## src/rtl/pixel_shifter.sv

```systemverilog
`default_nettype none
// ============================================================================
//  Module   : pixel_shifter
//  Purpose  : Video serialiser. Captures one video byte per Load strobe,
//             latches the display-mode decode and emits one dot per clock
//             as a foreground flag plus a 3-bit palette index. Supports
//             alphanumeric, semigraphics-4, colour graphics (2 bpp) and
//             resolution graphics (1 bpp), with optional double-width dots.
//  Ports    : Clk, Reset (async, active-high)
//             Load, Data[7:0], RowData[7:0], Row[3:0], Inv, Css, AnG,
//             GM[2:0], Divider, selAlpha, selSemi          -> inputs
//             PixOn, Color[2:0], Active, Overrun, Underrun -> registered outputs
//  Revision : 1.0  initial release
// ============================================================================
module pixel_shifter (
    input  logic       Clk,
    input  logic       Reset,
    input  logic       Load,
    input  logic [7:0] Data,
    input  logic [7:0] RowData,
    input  logic [3:0] Row,
    input  logic       Inv,
    input  logic       Css,
    input  logic       AnG,
    input  logic [2:0] GM,
    input  logic       Divider,
    input  logic       selAlpha,
    input  logic       selSemi,
    output logic       PixOn,
    output logic [2:0] Color,
    output logic       Active,
    output logic       Overrun,
    output logic       Underrun
);

    typedef enum logic [0:0] {ST_IDLE = 1'b0, ST_SHIFT = 1'b1} state_t;
    typedef enum logic [1:0] {M_ALPHA = 2'd0, M_SEMI = 2'd1, M_CG = 2'd2, M_RG = 2'd3} mode_t;

    state_t      state_q, state_d;
    mode_t       mode_q, mode_d;
    logic [3:0]  cnt_q, cnt_d;          // dot currently on the outputs
    logic [7:0]  data_q, data_d;
    logic [7:0]  rowdata_q, rowdata_d;
    logic [3:0]  row_q, row_d;
    logic        inv_q, inv_d;
    logic        css_q, css_d;
    logic        div_q, div_d;
    logic        pix_on_q, pix_on_d;
    logic [2:0]  color_q, color_d;
    logic        active_q, active_d;
    logic        overrun_q, overrun_d;
    logic        underrun_q, underrun_d;

    logic [3:0]  last_cnt;
    logic [2:0]  dot_idx;
    logic        unused_gm;

    // Only GM[0] distinguishes colour from resolution graphics.
    assign unused_gm = ^GM[2:1];

    assign last_cnt = div_q ? 4'd15 : 4'd7;

    // ------------------------------------------------------------------
    // Sequencing: capture on Load, otherwise advance through the byte.
    // ------------------------------------------------------------------
    always_comb begin
        state_d    = state_q;
        mode_d     = mode_q;
        cnt_d      = cnt_q;
        data_d     = data_q;
        rowdata_d  = rowdata_q;
        row_d      = row_q;
        inv_d      = inv_q;
        css_d      = css_q;
        div_d      = div_q;
        overrun_d  = 1'b0;
        underrun_d = 1'b0;

        if (Load) begin
            state_d   = ST_SHIFT;
            cnt_d     = 4'd0;
            data_d    = Data;
            rowdata_d = RowData;
            row_d     = Row;
            inv_d     = Inv;
            css_d     = Css;
            div_d     = Divider;
            if (selAlpha)             mode_d = M_ALPHA;
            else if (selSemi)         mode_d = M_SEMI;
            else if (AnG && !GM[0])   mode_d = M_CG;
            else if (AnG)             mode_d = M_RG;
            else                      mode_d = M_ALPHA;
            // Arriving during the last dot is the seamless cadence, not an overrun.
            overrun_d = (state_q == ST_SHIFT) && (cnt_q != last_cnt);
        end else if (state_q == ST_SHIFT) begin
            if (cnt_q == last_cnt) begin
                state_d    = ST_IDLE;
                cnt_d      = 4'd0;
                underrun_d = 1'b1;
            end else begin
                cnt_d = cnt_q + 4'd1;
            end
        end
    end

    // ------------------------------------------------------------------
    // Dot decode from the values that will be live after this edge, so
    // the registered outputs show dot 0 in the cycle right after Load.
    // ------------------------------------------------------------------
    always_comb begin
        pix_on_d = 1'b0;
        color_d  = 3'd0;
        active_d = (state_d == ST_SHIFT);
        dot_idx  = div_d ? cnt_d[3:1] : cnt_d[2:0];

        if (state_d == ST_SHIFT) begin
            case (mode_d)
                M_ALPHA: begin
                    pix_on_d = rowdata_d[3'd7 - dot_idx] ^ inv_d;
                    color_d  = css_d ? 3'd7 : 3'd0;
                end
                M_SEMI: begin
                    // Upper half of the cell (rows 0-5) uses bits 3/2, lower uses 1/0.
                    if (row_d < 4'd6) pix_on_d = dot_idx[2] ? data_d[2] : data_d[3];
                    else              pix_on_d = dot_idx[2] ? data_d[0] : data_d[1];
                    color_d = data_d[6:4];
                end
                M_CG: begin
                    pix_on_d = 1'b1;
                    case (dot_idx[2:1])
                        2'd0:    color_d = {css_d, data_d[7:6]};
                        2'd1:    color_d = {css_d, data_d[5:4]};
                        2'd2:    color_d = {css_d, data_d[3:2]};
                        default: color_d = {css_d, data_d[1:0]};
                    endcase
                end
                default: begin
                    pix_on_d = data_d[3'd7 - dot_idx];
                    color_d  = css_d ? 3'd4 : 3'd0;
                end
            endcase
        end
    end

    always_ff @(posedge Clk or posedge Reset) begin
        if (Reset) begin
            state_q    <= ST_IDLE;
            mode_q     <= M_ALPHA;
            cnt_q      <= 4'd0;
            data_q     <= 8'd0;
            rowdata_q  <= 8'd0;
            row_q      <= 4'd0;
            inv_q      <= 1'b0;
            css_q      <= 1'b0;
            div_q      <= 1'b0;
            pix_on_q   <= 1'b0;
            color_q    <= 3'd0;
            active_q   <= 1'b0;
            overrun_q  <= 1'b0;
            underrun_q <= 1'b0;
        end else begin
            state_q    <= state_d;
            mode_q     <= mode_d;
            cnt_q      <= cnt_d;
            data_q     <= data_d;
            rowdata_q  <= rowdata_d;
            row_q      <= row_d;
            inv_q      <= inv_d;
            css_q      <= css_d;
            div_q      <= div_d;
            pix_on_q   <= pix_on_d;
            color_q    <= color_d;
            active_q   <= active_d;
            overrun_q  <= overrun_d;
            underrun_q <= underrun_d;
        end
    end

    assign PixOn    = pix_on_q;
    assign Color    = color_q;
    assign Active   = active_q;
    assign Overrun  = overrun_q;
    assign Underrun = underrun_q;

endmodule
`default_nettype wire
```

## config.mk

```make
export PLATFORM = sky130hd
export DESIGN_NAME = pixel_shifter
export DESIGN_NICKNAME = d
export VERILOG_FILES = /design/src/rtl/pixel_shifter.sv
export SDC_FILE = /design/constraint.sdc
export NUM_CORES = 1
export LEC_CHECK = 0
export BUFFER_PORTS_ARGS = -buffer_cell sky130_fd_sc_hd__buf_2
export CORE_MARGIN = 1.5
export CORE_UTILIZATION = 49
export CTS_CLUSTER_DIAMETER = 200
export DETAILED_ROUTE_END_ITERATION = 6
export PLACE_DENSITY_LB_ADDON = 0.15
export SLEW_MARGIN = 20
export SYNTH_ARGS = -nofsm -noshare
export SYNTH_HDL_FRONTEND = slang
export SYNTH_SLANG_ARGS = --single-unit
```

## constraint.sdc

```tcl
create_clock -name Clk -period 2.1 [get_ports Clk]
set_input_delay 0.105 -clock Clk [delete_from_list [all_inputs] [get_ports Clk]]
set_output_delay 0.105 -clock Clk [all_outputs]
set_load 0.05 [all_outputs]
```

======== After elaboration in Yosys (flattened, before gate mapping) ========
Cells that the tools add are included.
word-level totals
  register bits after elaboration ......... 36
  latch bits .............................. 0
  RAM bits ................................ 0
  bits in read-only memories .............. 0
  output and inout bits ................... 7
  logic and storage cells ................. 66
  memories ................................ 0
cells by class
  $add $sub $neg .......................... 2
  multipliers ............................. 0
  div/mod/pow operators ................... 0
  $lt $le $gt $ge ......................... 2
  eq/ne operators ......................... 6
  shifts and indexed selects .............. 0
  muxes and demuxes ....................... 37
  bitwise gates (word level) .............. 1
  reductions and logical operators ........ 5
operators by type and width
  cell                                                                           count
  4-bit 2-to-1 mux                                                               5
  1-bit 2-to-1 mux                                                               16
  8-bit 2-to-1 mux                                                               2
  3-bit 2-to-1 mux                                                               4
  2-bit 2-to-1 mux                                                               5
  3-bit case mux with 3 select lines                                             1
  1-bit binary-select mux with 3-bit select                                      2
  2-bit case mux with 3 select lines                                             1
  4-bit by 1-bit adder with 4-bit output (second input constant)                 1
  2-bit by 1-bit equality test with 1-bit output (second input constant)         2
  2-bit equality test (second input constant)                                    2
  4-bit equality test                                                            1
  2-bit zero test                                                                2
  3-bit by 4-bit less-than comparator with 1-bit output (second input constant)  1
  4-bit by 3-bit less-than comparator with 1-bit output (second input constant)  1
  4-bit != test                                                                  1
  1-bit case mux with 3 select lines                                             1
  3-bit subtractor (first input constant)                                        1
  1-bit logical AND                                                              2
  1-bit zero test                                                                1
  1-bit bitwise XOR                                                              1

======== Longest topological paths before layout ========
Gate-level depths: netlist (run 1).
  word-level depth ........................ 12
  depth in mapped cells ................... 10
  mapped depth without buffers ............ 9

======== Worst setup path after synthesis (run 1) ========
Ideal clock, no wire load.
  path type ............................... register to register
  from .................................... reg, netlist name Active
  to ...................................... reg pix_on_q, in the netlist PixOn
  library setup time ...................... 0.071 ns
  data arrival time ....................... 2.260 ns
  data required time ...................... 2.029 ns
  setup slack ............................. -0.232 ns
  cell stages (with the launch flop) ...... 9
  path buffers ............................ 1
  period minus slack after synthesis ...... 2.332 ns
  cells stage by stage .................... dfrtp_1 -> buf_6 -> nand4_2 -> a22o_1 -> a211oi_4 -> mux2i_1 -> o21ai_2 -> a211o_1 -> nor2_1
RTL lines
  element               RTL line  source
  end signal, assigned  171       pix_on_q <= pix_on_d;
  end, declared         48        logic pix_on_q, pix_on_d;

==> results of run 1 <==
-- registers in the layout (all words and copies together), names as in the netlist --
register	count
cnt_q	4
Color	3
Underrun	1
data_q	8
inv_q	1
rowdata_q	8
mode_q	2
row_q	3
Overrun	1
Active	1
css_q	1
div_q	1
PixOn	1
-- cell type report --
class	count	area [µm²]	share of cell area (%)
clock buffer	6	82.58	3.494
clock inverter	1	5.005	0.2118
inverter	8	30.03	1.271
multi-input combinational	113	962.2	40.71
sequential	35	877.1	37.11
tap	48	60.06	2.541
timing repair buffer	53	346.6	14.66
-- cells in the mapped netlist (2+ instances only) --
master | number | area, µm²
nor3_1 | 4 | 20.02
o211ai_1 | 4 | 30.03
buf_6 | 3 | 33.78
buf_2 | 4 | 20.02
mux2i_1 | 14 | 140.1
a21oi_1 | 13 | 65.06
mux2_2 | 21 | 236.5
or3_1 | 2 | 12.51
dfrtp_1 | 35 | 875.8
inv_1 | 7 | 26.28
nor2b_1 | 2 | 12.51
nand3_1 | 5 | 25.02
a211oi_1 | 3 | 22.52
nor2_1 | 8 | 30.03
nand2_1 | 4 | 15.01
a21o_1 | 2 | 15.01
o21ai_0 | 3 | 15.01
or2b_1 | 2 | 15.01
-- worst max path at each step --
stage	from	endpoint	slack, ns	cells past startpoint
2_1_floorplan	Active	Color[1]	-0.03	9
3_3_place_gp	cnt_q[0]	PixOn	-0.02	8
3_5_place_dp	cnt_q[1]	PixOn	-0.03	8
4_1_cts	cnt_q[0]	PixOn	-0.02	9
5_1_grt	Active	Color[1]	-0.11	10
6_report	Active	Color[1]	-0.01	10
-- routing by layer --
layer,wire [µm],part of all wire [%],vias to the layer above,global-route usage (%)
li1,-,-,701,-
met1,1727,45,687,26.21
met2,1860,48,31,32.86
met3,181,4.7,7,4.167
met4,72,1.9,0,10.16
met5,0,0,-,0
-- repair_timing --
| item | 4_1_cts | 5_1_grt |
|---|---|---|
| endpoints found under the setup margin | 3 | 3 |
| hold buffers | 1 | 0 |
| pin swaps | 3 | 5 |
| setup buffers | 4 | 2 |
| resized for setup | 2 | 8 |
| hold endpoints to repair | 18 | 0 |
-- where the power goes --
group	leakage (nW)	internal (mW)	switching [mW]
sequential	0.418	0.741	0.0293
clock	0.0470	0.257	0.217
combinational	0.606	0.196	0.250
total	1.07	1.19	0.496
-- critical path, stage by stage (launching register included) --
cell	delay (ns)
dfrtp_2	0.43
buf_12	0.14
buf_4	0.14
nand3b_1	0.08
a21oi_1	0.11
a21oi_2	0.31
mux2i_1	0.23
mux2i_1	0.09
mux2_2	0.26
a22oi_1	0.14
nor2_1	0.05
-- cells by family after synthesis --
| family | after synthesis | synth area share, % |
|---|---|---|
| AOI/OAI and AO/OA | 39 | 14.99 |
| xor gates and xnor gates | 1 | 0.4643 |
| adders and majority gates | 1 | 0.6630 |
| buffers and inverters | 17 | 5.437 |
| DFF | 35 | 46.42 |
| muxes | 37 | 21.35 |
| and+or+nand+nor | 35 | 10.68 |
-- cells in the final DEF (no fill, tap or decap), types with 2 or more instances in the layout --
cell type,n
nor2_1,8
buf_6,3
mux2i_1,12
nor2b_1,2
a211oi_2,2
inv_1,7
clkbuf_8,6
nand2_1,4
nor3_1,4
buf_4,11
buf_2,35
mux2_2,20
a211oi_1,2
nand3_1,5
o211ai_1,4
o21ai_0,3
a21oi_2,3
buf_12,2
dfrtp_1,34
or3_1,2
or2b_1,2
a21oi_1,11
a21o_1,2
mux2_4,2
==> metrics.txt, run 1 <==
post-DP HPWL 2798 µm; Yosys cell types 47; Max Slew Vio Count 0; CP max FO 5; Pleak 1.071 nW; Root Driver clkbuf_8; # rows 22; Max Buffers Root-to-Sink 2; Post-synth EDFFs 0; drt first pass iters 4; critical path class reg2reg; 1st-iter DRT viols 119; initial antenna violation count 0; Worst-Skew Late Latency 0.28 ns; failing checks negative setup slack; setup TNS -0.01403 ns; Hold WS 0.03345 ns; setup ws final -0.01395 ns; ys flop type dfrtp_1; reg2reg setup slack -0.01 ns; gr usage total 20.42%; async set-or-reset flop fraction in the synthesized netlist 100.0%; status complete, but fails checks; Power Dens Cells 715.1 nW/µm²; Worst Reg-to-Reg Cells 10; RSZ-0062 raised after global routing yes; Ant. Diodes 0; Hold WC Path Type in2reg; syn_nets 198; die area 4232 µm²; Remaining Overflow, GRT 0; WL/cell 14.55 µm; Hold Crit Depth 2; Die X 65.06 µm; placed inst area 2156 µm²; area delta synth->final 25.27%; final core occ 64.08%; Final Cell Area 2364 µm²; Final Wtd Congestion 0.8360; fmax 473.0 MHz; Non-Filler Instances 264; Startpoint Class flop; Worst EP arrival 2.27 ns; Final setup viols 2; fin crit share 100.7%; Max-slew headroom 53.27%; CTS tree yes; largest net degree at the start of global routing 21; final wirelength 3841 µm; Syn Area/Cell 11.44 µm²; Routed Antenna Nets 0; Power Total 1.690 mW; Post-Synthesis Cell Area 1887 µm²; Core Area 3689 µm²; Worst EP required 2.25 ns; sequential area share after synthesis 46.42%; Layout Skew 0.006108 ns; Setup WS pre-CTS -0.03313 ns; Clock Sinks 35; Final min period 2.114 ns; Max VDD drop 0.4837 mV; placed insts 250; vias per cell 5.402; Hold Path Origin RowData[1]; number of port buffers 35; residual DRC count 0; vias in the first global route 1434; CP Capture Type flop; Syn. warnings 0; DIE HEIGHT 65.06 µm; CTS clk-pin slew, worst paths 0.07 ns; Synth Register Bits 35; Fillers 302; H-Tree Depth 2; Final Hold Viols 0; Cells after Synth 165; Num CTS Buffers 5; reg-to-reg endpoint Color[1]; Vias 1426; num ports 39; global-route wire length before repair 6506 µm; hold endpoint rowdata_q[1]; max cap viols 0; share of layout cells above drive strength 1 46.30%; worst-margin pin slew 0.7002 ns; Final nets 249; reg-to-reg startpoint Active; Starting Density 51.15%
(Power assumes the default switching activity.)
==> run 2, diff against run 1 <==
--- a/config.mk
+++ b/config.mk
@@ -7,7 +7,7 @@
 export LEC_CHECK = 0
 export BUFFER_PORTS_ARGS = -buffer_cell sky130_fd_sc_hd__buf_2
 export CORE_MARGIN = 1.5
-export CORE_UTILIZATION = 49
+export CORE_UTILIZATION = 44
 export CTS_CLUSTER_DIAMETER = 200
 export DETAILED_ROUTE_END_ITERATION = 6
 export PLACE_DENSITY_LB_ADDON = 0.15
@@ -15,3 +15,4 @@
 export SYNTH_ARGS = -nofsm -noshare
 export SYNTH_HDL_FRONTEND = slang
 export SYNTH_SLANG_ARGS = --single-unit
+export TNS_END_PERCENT = 5
==> run 2 against run 1 <==
Compared with the run above: the run still ends with negative setup slack left; worst hold slack got worse by 0.0054 ns; sequential cell count unchanged; fmax decreased by 2.7%; critical endpoint is now PixOn.
==> metrics.txt, run 2 (synthesized netlist as in run 1, its figures left out) <==
hold endpoint rowdata_q[1] (unchanged); Hold Crit Depth 2 (unchanged); Routed Antenna Nets 0 (unchanged); Worst-Skew Late Latency 0.28 ns (about the same); num ports 39 (unchanged); reg2reg setup slack -0.07 ns (was -0.01 ns); Final nets 257 (was 249); Root Driver clkbuf_8 (unchanged); Startpoint Class flop (unchanged); Max Buffers Root-to-Sink 2 (unchanged); Layout Skew 0.003260 ns (was 0.006108 ns); Vias 1485 (was 1426); post-DP HPWL 3089 µm (was 2798 µm); critical path class reg2reg (unchanged); fin crit share 103.5% (was 100.7%); gr usage total 18.73% (was 20.42%); CP peak stage delay 0.44 ns (was 0.43 ns); Num CTS Buffers 5 (unchanged); Core Area 4058 µm² (was 3689 µm²); Fillers 346 (was 302); setup TNS -0.07915 ns (was -0.01403 ns); CTS clk-pin slew, worst paths 0.07 ns (about the same); Sw Share 29.82% (was 29.35%); WL/cell 14.95 µm (was 14.55 µm); Worst EP required 2.27 ns (was 2.25 ns); setup ws final -0.07328 ns (was -0.01395 ns); Pleak 1.117 nW (was 1.071 nW); reg-to-reg endpoint PixOn (was Color[1]); fmax 460.1 MHz (was 473.0 MHz); Final min period 2.173 ns (was 2.114 ns); Max Slew Vio Count 0 (unchanged); largest net degree at the start of global routing 20 (was 21); 1st-iter DRT viols 45 (was 119); reg-to-reg startpoint cnt_q[1] (was Active); leading cell types in the layout, fill and taps excluded buf_2 (35), dfrtp_1 (33), mux2_2 (21) (was buf_2 (35), dfrtp_1 (34), mux2_2 (20)); Comb pwr share 28.2% (was 26.4%); top flop regs data_q (8), rowdata_q (8), cnt_q (4) (unchanged); status complete, but fails checks (unchanged); max cap viols 0 (unchanged); Crit path max-delay family compound AO/OA/AOI/OAI gates (was multiplexers); worst path bufs/invs 1 (was 2); die area 4690 µm² (was 4232 µm²); vias in the first global route 1403 (was 1434); Power Dens Cells 715.2 nW/µm² (was 715.1 nW/µm²); failing checks negative setup slack (unchanged); Worst Reg-to-Reg Cells 9 (was 10); commonest non-fill, non-tap cell in the layout buf_2 (unchanged); Hold WS 0.02807 ns (was 0.03345 ns); CP max FO 3 (was 5); residual DRC count 0 (unchanged); Worst EP arrival 2.34 ns (was 2.27 ns); Power Total 1.752 mW (was 1.690 mW); Clock Power Share 27.9% (was 28.0%); CP Capture Type flop (unchanged); switching pwr 522.5 µW (was 496.0 µW); Max VDD drop 0.5927 mV (was 0.4837 mV); Final Wtd Congestion 0.8347 (was 0.8360); share of layout cells above drive strength 1 50.67% (was 46.30%); Hold WC Path Type in2reg (unchanged); # rows 23 (was 22); CTS tree yes (unchanged); Die X 68.49 µm (was 65.06 µm); global-route wire length before repair 6423 µm (was 6506 µm); vias per cell 5.400 (was 5.402); internal power 1.230 mW (was 1.194 mW); DIE HEIGHT 68.49 µm (was 65.06 µm); Worst path slowest cell dfrtp_2 (unchanged); RSZ-0062 raised after global routing yes (unchanged); Max-slew headroom 70.03% (was 53.27%); Clock Sinks 35 (unchanged); number of port buffers 35 (unchanged); Starting Density 46.50% (was 51.15%); cell breakdown of the critical path ha_4 > mux2i_4 > a21o_1 > nor2_4 > buf_6 > mux2_2 > a211oi_2 > a211o_1 > nor2_1 (was buf_12 > buf_4 > nand3b_1 > a21oi_1 > a21oi_2 > mux2i_1 > mux2i_1 > mux2_2 > a22oi_1 > nor2_1); worst-margin pin slew 0.4496 ns (was 0.7002 ns); Final setup viols 2 (unchanged); Reg power frac 43.9% (was 45.6%); final wirelength 4112 µm (was 3841 µm); Worst path depth 9 (was 10); initial antenna violation count 0 (unchanged); Hold Path Origin RowData[1] (unchanged); Final Hold Viols 0 (unchanged); Remaining Overflow, GRT 0 (unchanged); Ant. Diodes 0 (unchanged); H-Tree Depth 2 (unchanged); drt first pass iters 4 (unchanged); area delta synth->final 29.84% (was 25.27%)
run 2: cell types whose count changed in the layout (fill, tap and decap cells not counted), sizes merged:
cell | before | now
buf | 51 | 60
run 2: per-layer routing:
layer  global-route usage [%]  part of all wire, %
met1                    23.40                   43
met2                    32.57                   52
met3                    4.276                  4.0
met4                    4.500                 0.92
met5                        0                    0
run 2: per-stage QoR:
stage / utilization [%] / area, µm² / instances / setup slack, ns
2_1_floorplan: - / 1901 / 165 / -0.02599
3_3_place_gp: 54.49 / 2211 / 259 / -0.01034
3_5_place_dp: 54.49 / 2211 / 259 / -0.09636
4_1_cts: 58.99 / 2394 / 275 / -0.06277
5_1_grt: 60.38 / 2450 / 275 / -0.1481
6_report: 60.38 / 2450 / 275 / -0.07328
run 2: how the worst max path moves through the flow:
| stage | startpoint | end | slack, ns |
|---|---|---|---|
| 6_report | cnt_q[1] | PixOn | -0.07 |
| 5_1_grt | cnt_q[1] | PixOn | -0.15 |
| 2_1_floorplan | Active | Color[1] | -0.03 |
| 3_3_place_gp | cnt_q[0] | PixOn | -0.01 |
| 4_1_cts | cnt_q[1] | PixOn | -0.06 |
| 3_5_place_dp | cnt_q[1] | PixOn | -0.1 |
run 2: final cells by class:
cell class	count	area, µm²	area share [%]
flip-flops and latches	35	878.3	35.85
well taps	50	62.56	2.554
multi-input cells	113	987.2	40.30
clock inverters	1	5.005	0.2043
clock buffers	7	86.33	3.524
inverters	8	30.03	1.226
repair buffers	61	400.4	16.34
run 2: power by group through the flow:
| stage | clock, mW | sequential [mW] | combinational [mW] |
|---|---|---|---|
| 3_3_place_gp | 0 | 0.777 | 0.419 |
| 6_report | 0.488 | 0.769 | 0.495 |
| 4_1_cts | 0.502 | 0.768 | 0.471 |
| 3_5_place_dp | 0 | 0.780 | 0.433 |
| 2_1_floorplan | 0 | 0.837 | 0.246 |
| 5_1_grt | 0.539 | 0.776 | 0.534 |
run 2: timing repair:
item | in CTS | in global routing
buffers inserted | 7 | 0
endpoints found under the hold margin | 35 | 0
hold buffers | 1 | 0
gates resized for setup | 6 | 12
pin swaps | 7 | 2
setup endpoints to repair | 3 | 3
